**src/rtl/servo_pwm_capture.sv**
```systemverilog
// Servo PWM receiver: measures high width and rise-to-rise period in clk cycles,
// flags out-of-range widths and declares a dead input after a counter timeout.
//   state  | meaning
//   S_IDLE | waiting for a first rise, no counting
//   S_HIGH | synced input high, counting
//   S_LOW  | synced input low, counting until the next rise
module servo_pwm_capture #(
    parameter logic [19:0] MIN_WIDTH = 20'd30000,
    parameter logic [19:0] MAX_WIDTH = 20'd60000,
    parameter logic [19:0] TIMEOUT   = 20'd1000000
) (
    input  logic        clk,
    input  logic        clr,
    input  logic        pwm_in,
    output logic [19:0] width,
    output logic [19:0] period,
    output logic        valid,
    output logic        range_err,
    output logic        timeout,
    output logic        locked
);

    typedef enum logic [1:0] {S_IDLE, S_HIGH, S_LOW} state_t;

    logic        r_sync1, r_pwm_s, r_pwm_d;
    logic        w_rise, w_fall;
    state_t      r_state, w_state_nxt;
    logic [19:0] r_cnt, w_cnt_nxt, w_cnt_inc;
    logic [19:0] r_w_tmp, w_w_tmp_nxt;
    logic        r_primed, w_primed_nxt;
    logic [19:0] r_width, w_width_nxt;
    logic [19:0] r_period, w_period_nxt;
    logic        r_valid, w_valid_nxt;
    logic        r_range_err, w_range_err_nxt;
    logic        r_timeout, w_timeout_nxt;
    logic        r_locked, w_locked_nxt;
    logic        w_limit;

    assign w_rise    = r_pwm_s & ~r_pwm_d;
    assign w_fall    = ~r_pwm_s & r_pwm_d;
    assign w_cnt_inc = r_cnt + 20'd1;
    // >= rather than == so a fall taken exactly at the limit still times out next cycle
    assign w_limit   = (r_cnt >= TIMEOUT);

    always_comb begin
        w_state_nxt     = r_state;
        w_cnt_nxt       = r_cnt;
        w_w_tmp_nxt     = r_w_tmp;
        w_primed_nxt    = r_primed;
        w_width_nxt     = r_width;
        w_period_nxt    = r_period;
        w_range_err_nxt = r_range_err;
        w_valid_nxt     = 1'b0;
        w_timeout_nxt   = 1'b0;
        case (r_state)
            S_IDLE: begin
                if (w_rise) begin
                    w_state_nxt = S_HIGH;
                    w_cnt_nxt   = 20'd1;
                end
            end
            S_HIGH: begin
                if (w_fall) begin
                    w_w_tmp_nxt = r_cnt;
                    w_state_nxt = S_LOW;
                    w_cnt_nxt   = w_cnt_inc;
                end else if (w_limit) begin
                    w_state_nxt   = S_IDLE;
                    w_primed_nxt  = 1'b0;
                    w_timeout_nxt = 1'b1;
                    w_cnt_nxt     = 20'd0;
                end else begin
                    w_cnt_nxt = w_cnt_inc;
                end
            end
            S_LOW: begin
                if (w_rise) begin
                    if (r_primed) begin
                        w_period_nxt    = r_cnt;
                        w_width_nxt     = r_w_tmp;
                        w_range_err_nxt = (r_w_tmp < MIN_WIDTH) || (r_w_tmp > MAX_WIDTH);
                        w_valid_nxt     = 1'b1;
                    end
                    w_state_nxt  = S_HIGH;
                    w_cnt_nxt    = 20'd1;
                    w_primed_nxt = 1'b1;
                end else if (w_limit) begin
                    w_state_nxt   = S_IDLE;
                    w_primed_nxt  = 1'b0;
                    w_timeout_nxt = 1'b1;
                    w_cnt_nxt     = 20'd0;
                end else begin
                    w_cnt_nxt = w_cnt_inc;
                end
            end
            default: begin
                w_state_nxt  = S_IDLE;
                w_primed_nxt = 1'b0;
                w_cnt_nxt    = 20'd0;
            end
        endcase
        w_locked_nxt = w_primed_nxt & (w_state_nxt != S_IDLE);
    end

    always_ff @(posedge clk) begin
        if (clr) begin
            r_sync1     <= 1'b0;
            r_pwm_s     <= 1'b0;
            r_pwm_d     <= 1'b0;
            r_state     <= S_IDLE;
            r_cnt       <= 20'd0;
            r_w_tmp     <= 20'd0;
            r_primed    <= 1'b0;
            r_width     <= 20'd0;
            r_period    <= 20'd0;
            r_valid     <= 1'b0;
            r_range_err <= 1'b0;
            r_timeout   <= 1'b0;
            r_locked    <= 1'b0;
        end else begin
            r_sync1     <= pwm_in;
            r_pwm_s     <= r_sync1;
            r_pwm_d     <= r_pwm_s;
            r_state     <= w_state_nxt;
            r_cnt       <= w_cnt_nxt;
            r_w_tmp     <= w_w_tmp_nxt;
            r_primed    <= w_primed_nxt;
            r_width     <= w_width_nxt;
            r_period    <= w_period_nxt;
            r_valid     <= w_valid_nxt;
            r_range_err <= w_range_err_nxt;
            r_timeout   <= w_timeout_nxt;
            r_locked    <= w_locked_nxt;
        end
    end

    assign width     = r_width;
    assign period    = r_period;
    assign valid     = r_valid;
    assign range_err = r_range_err;
    assign timeout   = r_timeout;
    assign locked    = r_locked;

endmodule

```
**config.mk**
```make
export PLATFORM = sky130hd
export DESIGN_NAME = servo_pwm_capture
export DESIGN_NICKNAME = d
export VERILOG_FILES = /design/src/rtl/servo_pwm_capture.sv
export SDC_FILE = /design/constraint.sdc
export NUM_CORES = 1
export LEC_CHECK = 0
export ABC_AREA = 1
export CORE_MARGIN = 3
export CORE_UTILIZATION = 60
export DETAILED_ROUTE_END_ITERATION = 7
export PLACE_DENSITY = 0.95
export RECOVER_POWER = 25
export SYNTH_ARGS = -nofsm -noshare
export SYNTH_HDL_FRONTEND = slang
export SYNTH_SLANG_ARGS = --single-unit
```
**constraint.sdc**
```tcl
create_clock -name clk -period 3.5 [get_ports clk]
set_input_delay 0.875 -clock clk [delete_from_list [all_inputs] [get_ports clk]]
set_output_delay 0.875 -clock clk [all_outputs]
set_load 0.05 [all_outputs]
```
==> impl_metrics.csv <==
group,metric,value,unit
run_status,outcome,"complete, no violations",
clock_tree,post_cts_resized,0,
global_routing,maximum_number_of_pins_on_one_net_before_global_route_repair,71,
yosys,synth_top_area_cell,"sky130_fd_sc_hd__dfxtp_1",
yosys,synth.avg_cell_area,7.398,µm²
setup_path,crit_path_max_fanout,42,
global_routing,grt_pass1_vias,3563,
routing,drt.antenna.violating_nets,0,
timing,grt_setup_unrepaired,"false",
run,max_cap_viol_count,0,
timing,clock_skew,0.01382,ns
place,portBuffers,46,
timing,report.final.hold_viol_count,0,
yosys,synth_top_cell_area_share,43.41,%
setup_path,data_arrival_time_of_the_worst_path,2.99,ns
pwr,cellLeakagePower,1.664,nW
floorplan,top_level_ports,47,
clock_tree,number_of_buffers_added_by_the_clock_tree_synthesis_step,9,
global_routing,wire_length_of_the_first_global_routing_pass,16880,µm
floorplan,floorplan.core_area,6531,µm²
yosys,synth_edf_count,0,
routing,dr_total_vias,3935,
routing,vias_per_cell,5.908,
global_routing,global_route.usage.total,27.21,%
routing,wl,10310,µm
global_routing,antenna_found_initial,0,
setup_path,critPathCaptureType,"flip-flop",
yosys,post_synth_most_frequent_cells,"sky130_fd_sc_hd__nand2_1, sky130_fd_sc_hd__dfxtp_1, sky130_fd_sc_hd__a21oi_1",
yosys,synth_flop_cell,"sky130_fd_sc_hd__dfxtp_1",
routing,first_pass_iters,5,
setup_path,critical_path.reg2reg.endpoint,"period[18]",
timing,timing.final.setup_violations,0,
min_path,endpoint_worst_hold,"r_pwm_s",
global_routing,globalRouteOverflowTotal,0,
floorplan,chipHeight,89.17,µm
cells_and_area,num_antenna_cells,0,
timing,fin_crit_sh,77.66,%
clock_tree,clockRootBuffer,"sky130_fd_sc_hd__clkbuf_8",
timing,fmax,367.9,MHz
yosys,ys_async_sr_fraction,0,%
timing,relative_slew_slack,9.134,%
timing,final.hold.worst_slack,0.4118,ns
timing,timing_worst_slew_pin_value,1.363,ns
yosys,synth.most_common_cell,"sky130_fd_sc_hd__nand2_1",
cells_and_area,flow.area_growth_from_synthesis,13.66,%
floorplan,fp.dieW,89.17,µm
yosys,post_synth_cell_types,35,
floorplan,starting_utilization_of_the_core_area,63.54,%
pwr,cellPowerDensity,390.1,nW/µm²
yosys,synth_cells,561,
setup_path,start_kind,"flip-flop",
clock_tree,clk_pin_slew_worst_paths,0.09,ns
min_path,timing.hold.worst_path_depth,2,
clock_tree,tritoncts_num_sinks,90,
yosys,yosysSeqAreaShare,43.41,%
clock_tree,cts_setup_buffers,0,
floorplan,num_rows,29,
setup_path,rr_worst_depth,9,
timing,totalNegativeSetupSlack,0,ns
min_path,timing.hold.worst.start,"r_sync1",
yosys,synth_warnings,0,
yosys,synth.net_count,570,
place,detailedPlacementHpwl,6881,µm
yosys,post_synth_instance_area,4150,µm²
timing,layout_min_cycle_time,2.718,ns
place,routabilityCongestion,0.9473,
clock_tree,ctsHtreeMaxLevel,3,
clock_tree,hold_buffers,0,
cells_and_area,layout.nets,594,
min_path,hold_class,"reg2reg",
clock_tree,insertion_delay,0.37,ns
yosys,ys_ff_latch,90,
routing,post-route-drc-count,0,
yosys,ys_top_cells_by_area,"sky130_fd_sc_hd__dfxtp_1, sky130_fd_sc_hd__nand2_1, sky130_fd_sc_hd__a21oi_1",
routing,first_iter_violations,384,
setup_path,crit_required,3.77,ns
clock_tree,cts_tree,"yes",
clock_tree,clock_path_buffers,2,
routing,drt-wirelength-per-cell,15.48,µm
pwr,vdd.ir_drop.worst,229.8,µV
floorplan,die_area,7951,µm²
setup_path,critPathKind,"reg2reg",
setup_path,r2r-start,"r_state[0]",
timing,finalMaxSlewViolations,0,
setup_path,setup.reg_to_reg.worst_slack,0.78,ns
cells_and_area,layout-drive-gt1-share,7.980,%
==> per-layer routing <==
metal / wire length (µm) / up-vias / global-route usage [%]
li1: - / 1893 / -
met1: 4115 / 1808 / 34.04
met2: 4971 / 196 / 44.94
met3: 900 / 38 / 6.175
met4: 320 / 0 / 11.77
met5: 0 / - / 0
==> logic make-up (layout without fill, tap and decap cells) <==
| kind of cell | Yosys count | count (layout) | share of synthesized area (%) |
|---|---|---|---|
| AOI/OAI and AO/OA | 119 | 119 | 14.86 |
| and+or+nand+nor | 254 | 254 | 29.18 |
| buffers and inverters | 86 | 114 | 9.466 |
| xor gates and xnor gates | 6 | 6 | 1.266 |
| DFF | 90 | 90 | 43.41 |
| adders and majority gates | 6 | 6 | 1.809 |
==> worst max-delay path by stage <==
stage	startpoint	end	slack (ns)	depth (start not counted)
2_1_floorplan	clr	width[10]	1.76	4
3_3_place_gp	r_state[0]	range_err	1.39	10
3_5_place_dp	r_state[0]	period[18]	1.24	9
4_1_cts	width[19]	width[19]	1.06	1
5_1_grt	r_state[0]	period[18]	0.53	9
6_report	r_state[0]	period[18]	0.78	9
==> layout by cell type, fill, tap and decap left out, drive strengths merged, types with 3 or more instances in the layout <==
cell	n
nand2	126
dfxtp	90
a21oi	83
nand3	60
inv	49
clkdlybuf4s50	45
nor2	42
o21ai	28
nand4	17
clkbuf	15
ha	6
xor2	5
nand3b	4
nor3	4
o21a	3
==> registers in the layout (all words and copies together), names as in the netlist, 2 cells and up <==
register and count:
r_state 2, period 20, r_w_tmp 20, width 20
r_cnt 20
==> power breakdown <==
part	switching [mW]	internal (mW)
Combinational	0.0527	0.0144
Clock	0.370	0.370
Sequential	0.00545	1.03
Total	0.428	1.41
==> metrics by stage <==
step	std cells	util [%]	setup WS, ns	power, mW	instance area [µm²]
after CTS	666	72.36	1.065	1.835	4726
after detailed placement	651	69.25	1.239	1.122	4523
after global placement	651	69.25	1.389	1.119	4523
after global routing	666	72.22	0.5299	1.890	4717
after floorplan	561	-	1.761	1.108	4150
final	666	72.22	0.7820	1.840	4717
==> worst max-delay path, stage by stage, from the launching register on <==
cell and delay (ns):
sky130_fd_sc_hd__dfxtp_1 0.41, sky130_fd_sc_hd__inv_1 0.10, sky130_fd_sc_hd__ha_1 0.23, sky130_fd_sc_hd__inv_1 0.16, sky130_fd_sc_hd__nor2_2 0.06, sky130_fd_sc_hd__clkbuf_2 0.45
sky130_fd_sc_hd__nand2_1 0.53, sky130_fd_sc_hd__buf_4 0.38, sky130_fd_sc_hd__nand2_1 0.12, sky130_fd_sc_hd__a21oi_1 0.16
==> layout make-up <==
type,count,area (µm²)
multi-input cells,385,1953
fillers,463,1814
flip-flops and latches,90,1802
repair buffers,50,479.2
inverters,49,183.9
clock buffers,12,155.1
well taps,77,96.34
clock inverters,3,47.55
Power figures use the tool's default switching activity.
